<file path="src/rtl/hazard_pkg.sv">
// Shared encodings for the pipeline hazard controller: FSM states, zero-register index and action priority codes.
package hazard_pkg;

    typedef enum logic {
        ST_RUN      = 1'b0,
        ST_MEM_WAIT = 1'b1
    } state_t;

    localparam int REG_ZERO = 0;

    // Higher code wins; only one action is applied per cycle.
    typedef enum logic [1:0] {
        ACT_NONE     = 2'd0,
        ACT_LOAD_USE = 2'd1,
        ACT_BRANCH   = 2'd2,
        ACT_MEM_WAIT = 2'd3
    } action_t;

    function automatic action_t pick_action(input logic mem_wait, input logic branch, input logic load_use);
        if (mem_wait) begin
            return ACT_MEM_WAIT;
        end else if (branch) begin
            return ACT_BRANCH;
        end else if (load_use) begin
            return ACT_LOAD_USE;
        end
        return ACT_NONE;
    endfunction

endpackage

</file>
<file path="src/rtl/hazard_perf_cnt.sv">
// Saturating event counter; built only with HAZARD_PERF_CNT_EN.
// Latency: count reflects events up to the previous clock edge.
// Backpressure: none, counting stops at all-ones.
`ifdef HAZARD_PERF_CNT_EN
module hazard_perf_cnt #(
    parameter int W = 32
) (
    input  logic         clock,
    input  logic         reset,
    input  logic         inc,
    output logic [W-1:0] count
);

    always_ff @(posedge clock) begin
        if (!reset) begin
            count <= '0;
        end else if (inc && (count != '1)) begin
            count <= count + 1'b1;
        end
    end

endmodule
`endif

</file>
<file path="src/rtl/hazard_ctrl.sv">
// Stall/flush/PC-enable generator for a 5-stage pipeline; HAZARD_PERF_CNT_EN adds perf counters.
// Latency: all control outputs are same-cycle combinational; state, wait counter and timeout flag are registered.
// Backpressure: a pending data-memory access freezes PC, IF_ID, ID_EX and EX_MEM and bubbles MEM_WB.
module hazard_ctrl
    import hazard_pkg::*;
#(
    parameter int REG_W   = 5,
    parameter int TIMEOUT = 64
`ifdef HAZARD_PERF_CNT_EN
    ,
    parameter int CNT_W   = 32
`endif
) (
    input  logic             clock,
    input  logic             reset,
    input  logic [REG_W-1:0] id_rs,
    input  logic [REG_W-1:0] id_rt,
    input  logic [REG_W-1:0] ex_rt,
    input  logic             ex_mem_read,
    input  logic             ex_branch_taken,
    input  logic             mem_req,
    input  logic             mem_ack,
    output logic             pc_write,
    output logic             if_id_stall,
    output logic             id_ex_stall,
    output logic             ex_mem_stall,
    output logic             if_id_flush,
    output logic             id_ex_flush,
    output logic             mem_wb_flush,
    output logic             mem_timeout
`ifdef HAZARD_PERF_CNT_EN
    ,
    output logic [CNT_W-1:0] stall_cycles,
    output logic [CNT_W-1:0] flush_events
`endif
);

    localparam int CW = $clog2(TIMEOUT + 1);

    state_t          state_q;
    state_t          state_d;
    logic [CW-1:0]   wait_cnt_q;
    logic [CW-1:0]   wait_cnt_d;
    logic            mem_wait;
    logic            load_use;
    logic            branch_go;
    action_t         action;

    always_comb begin
        mem_wait  = mem_req && !mem_ack;
        load_use  = ex_mem_read && (ex_rt != REG_W'(REG_ZERO)) &&
                    ((ex_rt == id_rs) || (ex_rt == id_rt));
        // The cycle that ends a wait is still in MEM_WAIT; a branch held through
        // the wait is taken one cycle later, once the state is back in RUN.
        branch_go = ex_branch_taken && (state_q == ST_RUN);

        action = pick_action(mem_wait, branch_go, load_use);
        if (!reset) begin
            action = ACT_NONE;
        end

        pc_write     = 1'b1;
        if_id_stall  = 1'b0;
        id_ex_stall  = 1'b0;
        ex_mem_stall = 1'b0;
        if_id_flush  = 1'b0;
        id_ex_flush  = 1'b0;
        mem_wb_flush = 1'b0;

        case (action)
            ACT_MEM_WAIT: begin
                pc_write     = 1'b0;
                if_id_stall  = 1'b1;
                id_ex_stall  = 1'b1;
                ex_mem_stall = 1'b1;
                mem_wb_flush = 1'b1;
            end
            ACT_BRANCH: begin
                if_id_flush = 1'b1;
                id_ex_flush = 1'b1;
            end
            ACT_LOAD_USE: begin
                pc_write    = 1'b0;
                if_id_stall = 1'b1;
                id_ex_flush = 1'b1;
            end
            default: ;
        endcase

        state_d    = mem_wait ? ST_MEM_WAIT : ST_RUN;
        wait_cnt_d = '0;
        if (mem_wait) begin
            wait_cnt_d = (wait_cnt_q == CW'(TIMEOUT)) ? wait_cnt_q : wait_cnt_q + 1'b1;
        end
    end

    always_ff @(posedge clock) begin
        if (!reset) begin
            state_q     <= ST_RUN;
            wait_cnt_q  <= '0;
            mem_timeout <= 1'b0;
        end else begin
            state_q    <= state_d;
            wait_cnt_q <= wait_cnt_d;
            if (mem_wait && (wait_cnt_q == CW'(TIMEOUT))) begin
                mem_timeout <= 1'b1;
            end
        end
    end

`ifdef HAZARD_PERF_CNT_EN
    hazard_perf_cnt #(.W(CNT_W)) u_stall_cnt (
        .clock (clock),
        .reset (reset),
        .inc   (!pc_write),
        .count (stall_cycles)
    );

    hazard_perf_cnt #(.W(CNT_W)) u_flush_cnt (
        .clock (clock),
        .reset (reset),
        .inc   (if_id_flush),
        .count (flush_events)
    );
`endif

endmodule
</file>
<file path="config.mk">
export PLATFORM = sky130hd
export DESIGN_NAME = hazard_ctrl
export DESIGN_NICKNAME = d
export VERILOG_FILES = /design/src/rtl/hazard_pkg.sv /design/src/rtl/hazard_perf_cnt.sv /design/src/rtl/hazard_ctrl.sv
export SDC_FILE = /design/constraint.sdc
export NUM_CORES = 1
export LEC_CHECK = 0
export BUFFER_PORTS_ARGS = -buffer_cell sky130_fd_sc_hd__buf_4
export CAP_MARGIN = 20
export CORE_MARGIN = 2
export CORE_UTILIZATION = 35
export CTS_CLUSTER_DIAMETER = 120
export CTS_CLUSTER_SIZE = 40
export DETAILED_ROUTE_END_ITERATION = 16
export GPL_TIMING_DRIVEN = 0
export PLACE_DENSITY = 0.68
export SLEW_MARGIN = 20
export SYNTH_ARGS = -nofsm -noshare
export SYNTH_HDL_FRONTEND = slang
export SYNTH_HIERARCHICAL = 1
export SYNTH_SLANG_ARGS = --single-unit
</file>
<file path="constraint.sdc">
create_clock -name clock -period 3.9 [get_ports clock]
set_input_delay 0.39 -clock clock [delete_from_list [all_inputs] [get_ports clock]]
set_output_delay 0.39 -clock clock [all_outputs]
set_load 0.005 [all_outputs]
</file>
==> results.sh, run 1 <==
export IMPL_r2r_slack_ns=2.50
export IMPL_cpMostUsedCell="buf_4"
export IMPL_syn_inst=69
export IMPL_grt_use_total=0.1495
export IMPL_design_area_um2=844.6
export IMPL_tns_ns=0
export IMPL_clock_fmax_ghz=0.4471
export IMPL_synth_edf_count=0
export IMPL_grt_pass1_vias=537
export IMPL_place_gp_congestion=0.7941
export IMPL_cellLeakagePower_nw=0.3906
export IMPL_clock_latency_ns=0.26
export IMPL_slowest_stage="o41a_1"
export IMPL_timing_hold_ws_ns=0.3675
export IMPL_switchingPower_w=0.00005172
export IMPL_numPortBuffers=28
export IMPL_clock_sinks=9
export IMPL_switching_share=0.2433
export IMPL_synth_avg_cell_area_um2=8.523
export IMPL_hp_start="reset"
export IMPL_path_buf_inv=3
export IMPL_io_pins=29
export IMPL_grt_max_degree=10
export IMPL_skew_ns=0.005876
export IMPL_slew_headroom=0.8075
export IMPL_drtIter0Drc=8
export IMPL_setup_viol=0
export IMPL_synth_seq_cells=9
export IMPL_ir_drop_v=0.0001893
export IMPL_via_count=581
export IMPL_path_class="input port to output pin"
export IMPL_yosysMostFrequentCell="xor2_1"
export IMPL_maxSlewViolCount=0
export IMPL_crit_path_start="ex_rt[4]"
export IMPL_p_int_w=0.0001608
export IMPL_rows=14
export IMPL_synth_seq_area_share=0.3064
export IMPL_finalCriticalPeriod_ns=2.237
export IMPL_drc_errors=0
export IMPL_drt_total_wl_mm=1.295
export IMPL_netlist_top_cells_count="12 x xor2_1, 10 x nor2_1, 9 x dfxtp_1"
export IMPL_die_w_um=44.99
export IMPL_synthArstFlopShare=0
export IMPL_diodes=0
export IMPL_cpLargestDelayFamily="compound AO/OA/AOI/OAI gates"
export IMPL_nets=126
export IMPL_synthesis_nets=93
export IMPL_cp_data_required_time_ns=3.51
export IMPL_clk_pin_slew_ns=0.06
export IMPL_reg2reg_from="wait_cnt_q[0]$_SDFFE_PN0N_"
export IMPL_rsz0062_at_grt="false"
export IMPL_synth_area_leader_cell="dfxtp_1"
export IMPL_initial_core_util=0.3815
export IMPL_worst_pin_slew_ns=0.2850
export IMPL_critPathArrivalTime_ns=1.85
export IMPL_post_cts_buffers=0
export IMPL_synthTopCellsByArea="dfxtp_1 31%, xor2_1 18%, ha_1 6.4%"
export IMPL_synth_area_um2=588.1
export IMPL_r2r_end="wait_cnt_q[5]$_SDFFE_PN0N_"
export IMPL_die_y_um=44.99
export IMPL_overflow=0
export IMPL_ys_flop_type="dfxtp_1"
export IMPL_root_buffer="clkbuf_4"
export IMPL_synth_top_cell_area_share=0.3064
export IMPL_p_seq_frac=0.440
export IMPL_combPwrFrac=0.224
export IMPL_end_kind="output pin"
export IMPL_drt_wirelength_per_cell_um=11.07
export IMPL_path_max_fanout=3
export IMPL_powerDensity_nw_per_um2=251.7
export IMPL_fin_crit_sh=0.5735
export IMPL_cts_tree="done"
export IMPL_die_area_um2=2024
export IMPL_outcome="finished clean"
export IMPL_area_delta_synth_final_pct=43.62
export IMPL_drive_gt1_frac=0.3465
export IMPL_core_um2=1541
export IMPL_total_power_w=0.0002126
export IMPL_reg2reg_depth=6
export IMPL_clkPwrFrac=0.335
export IMPL_start_kind="input port"
export IMPL_cts_hold_buf=0
export IMPL_htreeDepth=1
export IMPL_antenna_found_initial=0
export IMPL_dr_pass1_iters=4
export IMPL_slowest_delay_ns=0.44
export IMPL_finalHoldViolations=0
export IMPL_grt_first_pass_wirelength_mm=2.145
export IMPL_drv_cap=0
export IMPL_hp_class="input port to flip-flop"
export IMPL_ys_types=22
export IMPL_crit_chain="buf_4, xor2_1, nor3_2, a22oi_1, o41a_1, ha_1, inv_1, buf_4"
export IMPL_hold_end="mem_timeout$_SDFFE_PN0P_"
export IMPL_cts_made_buffers=3
export IMPL_placed_cell_area_um2=818.3
export IMPL_fin_util=0.5479
export IMPL_dpl_hpwl_mm=1.084
export IMPL_hold_path_depth=3
export IMPL_ys_warnings_count=6
export IMPL_via_per_inst=4.966
export IMPL_clockBufferDepth=2
export IMPL_final_antenna_net_count=0
export IMPL_cts_resized=0
-- layout by cell type (no fill, tap or decap) --
master,n
nor2_1,10
a22oi_1,1
or4_1,1
clkbuf_1,1
nand3_1,3
o21a_1,1
xor2_1,12
a21oi_1,1
xnor2_1,3
o41a_1,2
dfxtp_1,9
clkbuf_4,3
nor3_2,2
o21ai_0,2
or3_1,1
nor2b_1,2
nand3b_1,1
nor4b_1,1
mux2i_1,1
o41ai_1,1
inv_1,5
nand2_1,5
buf_4,30
ha_1,3
-- power by group through the flow --
| stage | Clock, W | Sequential [W] | Combinational, W |
|---|---|---|---|
| after detailed placement | 0 | 0.0000956 | 0.0000483 |
| after CTS | 0.0000751 | 0.0000935 | 0.0000486 |
| final | 0.0000713 | 0.0000936 | 0.0000477 |
| after global placement | 0 | 0.0000956 | 0.0000477 |
| after global routing | 0.0000811 | 0.0000936 | 0.0000527 |
| after floorplan | 0 | 0.0000955 | 0.0000208 |
-- metrics by stage --
stage / std cells / setup slack [ns]
floorplan: 69 / 1.932
global placement: 113 / 1.663
detailed placement: 113 / 1.646
CTS: 117 / 1.646
global route: 117 / 1.546
finish: 117 / 1.663
-- kinds of logic after synthesis --
kind of cell	synth area share
buffers and inverters	0.05744
xor gates and xnor gates	0.2234
AOI/OAI and AO/OA	0.1043
muxes	0.01702
and+or+nand+nor	0.2277
DFF	0.3064
adders and majority gates	0.06384
-- final cells by class --
cell class / instances / area [um^2]
buffer: 2 / 15.01
clock buffer: 4 / 26.28
fill: 153 / 696.9
inverter: 5 / 18.77
multi-input combinational: 53 / 374.1
sequential: 9 / 180.2
tap: 16 / 20.02
timing repair buffer: 28 / 210.2
-- metal layers --
layer	routed length [um]	vias up	GRT usage	share of wire
li1	-	296	-	-
met1	495	258	0.1576	0.38
met2	620	23	0.2457	0.48
met3	142	4	0.04000	0.11
met4	36	0	0.1235	0.028
met5	0	-	0	0
-- sequential cells by signal (all words and copies together), names as in the netlist --
register	flops
wait_cnt_q	7
mem_timeout	1
state_q	1
-- worst max path at each step --
stage,depth (start not counted),slack (ns),endpoint
floorplan,6,1.93,id_ex_flush
detailed placement,8,1.65,id_ex_flush
global placement,8,1.66,id_ex_flush
global route,8,1.55,id_ex_flush
finish,8,1.66,id_ex_flush
CTS,8,1.65,id_ex_flush
-- worst register-to-register path: stages (launching register included) --
cell      delay, ns
dfxtp_1        0.34
inv_1          0.07
ha_1           0.13
nor4b_1        0.25
nand3b_1       0.23
nand2_1        0.20
nor2_1         0.08
No activity file was read; power rests on OpenSTA's default activity.
==> run 2, diff against run 1 <==
Settings changed: PLACE_DENSITY 0.68 to 0.7.
Clock period 3.9 ns to 2 ns, I/O delays scaled along.
==> results.sh, run 2 (synthesized netlist as in run 1, its figures left out) <==
export IMPL_drv_cap=0
export IMPL_overflow=0
export IMPL_slew_headroom=0.8053
export IMPL_grt_max_degree=10
export IMPL_die_area_um2=2024
export IMPL_critical_path_depth=8
export IMPL_rsz0062_at_grt="false"
export IMPL_start_kind="input port"
export IMPL_cts_tree="done"
export IMPL_r2r_slack_ns=0.65
export IMPL_largest_register_ffs=7
export IMPL_fillers=143
export IMPL_root_buffer="clkbuf_4"
export IMPL_drt_wirelength_per_cell_um=10.09
export IMPL_place_gp_congestion=0.7156
export IMPL_diodes=0
export IMPL_drtIter0Drc=2
export IMPL_htreeDepth=1
export IMPL_maxSlewViolCount=0
export IMPL_die_y_um=44.99
export IMPL_rows=14
export IMPL_cp_data_required_time_ns=1.80
export IMPL_fin_util=0.5479
export IMPL_tns_ns=0
export IMPL_top_register="wait_cnt_q"
export IMPL_nets=126
export IMPL_drc_errors=0
export IMPL_switchingPower_w=0.00009826
export IMPL_hold_path_depth=3
export IMPL_switching_share=0.2386
export IMPL_end_kind="output pin"
export IMPL_clockBufferDepth=2
export IMPL_drive_gt1_frac=0.3465
export IMPL_endpoint="id_ex_flush"
export IMPL_worst_pin_slew_ns=0.2883
export IMPL_core_um2=1541
export IMPL_dr_pass1_iters=2
export IMPL_cts_resized=0
export IMPL_p_int_w=0.0003135
export IMPL_cellLeakagePower_nw=0.3906
export IMPL_cpMostUsedCell="buf_4"
export IMPL_via_per_inst=4.667
export IMPL_final_common_cell="buf_4"
export IMPL_path_buf_inv=3
export IMPL_clk_pin_slew_ns=0.06
export IMPL_critPathArrivalTime_ns=1.64
export IMPL_dpl_hpwl_um=985.3
export IMPL_finalHoldViolations=0
export IMPL_slowest_stage="o41a_1"
export IMPL_hp_class="input port to flip-flop"
export IMPL_slowest_delay_ns=0.43
export IMPL_drt_total_wl_mm=1.180
export IMPL_skew_ns=0.0003935
export IMPL_numPortBuffers=28
export IMPL_area_delta_synth_final_pct=43.62
export IMPL_clock_fmax_ghz=0.5429
export IMPL_path_class="input port to output pin"
export IMPL_initial_core_util=0.3815
export IMPL_timing_hold_ws_ns=0.1741
export IMPL_reg_top3="wait_cnt_q: 7 flops, mem_timeout: 1 flops, state_q: 1 flops"
export IMPL_clock_sinks=9
export IMPL_post_cts_buffers=0
export IMPL_cts_hold_buf=0
export IMPL_reg2reg_from="wait_cnt_q[0]$_SDFFE_PN0N_"
export IMPL_r2r_end="wait_cnt_q[2]$_SDFFE_PN0N_"
export IMPL_combPwrFrac=0.223
export IMPL_antenna_found_initial=0
export IMPL_ir_drop_v=0.0003736
export IMPL_finalCriticalPeriod_ns=1.842
export IMPL_crit_chain="buf_4, xor2_1, nor3_2, a22oi_1, o41a_1, ha_1, inv_1, buf_4"
export IMPL_fin_crit_sh=0.9209
export IMPL_reg2reg_depth=6
export IMPL_via_count=546
export IMPL_total_power_w=0.0004118
export IMPL_cts_made_buffers=3
export IMPL_clkPwrFrac=0.333
export IMPL_grt_first_pass_wirelength_mm=1.911
export IMPL_final_antenna_net_count=0
export IMPL_final_cell_mix="30 x buf_4, 12 x xor2_1, 10 x nor2_1, 9 x dfxtp_1"
export IMPL_grt_pass1_vias=504
export IMPL_outcome="finished clean"
export IMPL_crit_path_start="ex_rt[4]"
export IMPL_p_seq_frac=0.443
export IMPL_path_max_fanout=3
export IMPL_clock_latency_ns=0.26
export IMPL_setup_viol=0
export IMPL_grt_use_total=0.1337
export IMPL_powerDensity_nw_per_um2=487.6
export IMPL_io_pins=29
export IMPL_cpLargestDelayFamily="compound AO/OA/AOI/OAI gates"
export IMPL_die_w_um=44.99
## run 2: cell counts in the layout (fill, tap and decap cells not counted)
No cell type changed its count.
## run 2: metal layers
metal	global-route usage	routed length [um]
met5	0	0
met4	0.1235	38
met3	0.02400	109
met2	0.2171	530
met1	0.1450	500
## run 2: power groups by stage
stage	sequential [W]	clock, W	combinational (W)
CTS	0.000183	0.000147	0.0000935
global route	0.000183	0.000156	0.000103
finish	0.000183	0.000137	0.0000919
detailed placement	0.000187	0	0.0000928
global placement	0.000186	0	0.0000927
floorplan	0.000186	0	0.0000405
## run 2: worst min path at each step
stage | start | end | slack, ns
global placement | reset | mem_timeout$_SDFFE_PN0P_ | 0.43
global route | reset | mem_timeout$_SDFFE_PN0P_ | 0.21
floorplan | reset | mem_timeout$_SDFFE_PN0P_ | 0.31
CTS | reset | mem_timeout$_SDFFE_PN0P_ | 0.16
detailed placement | reset | mem_timeout$_SDFFE_PN0P_ | 0.44
finish | reset | mem_timeout$_SDFFE_PN0P_ | 0.17
## run 2: layout make-up
class,count,area (um^2),area share
plain buffers,2,15.01,0.01778
clock buffers,4,26.28,0.03111
inverters,5,18.77,0.02222
multi-input cells,53,374.1,0.4430
flip-flops and latches,9,180.2,0.2133
well taps,16,20.02,0.02370
repair buffers,28,210.2,0.2489
## run 2: metrics by stage
step,worst slack [ns],instance area (um^2),instances
6_report,0.1582,844.6,117
5_1_grt,0.05602,844.6,117
4_1_cts,0.1450,844.6,117
3_5_place_dp,0.1437,818.3,113
3_3_place_gp,0.1426,818.3,113
2_1_floorplan,0.4118,588.1,69
## run 2: worst reg2reg max path: stages (launching register included)
cell	delay (ns)
dfxtp_1	0.34
inv_1	0.06
ha_1	0.13
nor4b_1	0.24
nand3b_1	0.22
nand2_1	0.19
nor2_1	0.07
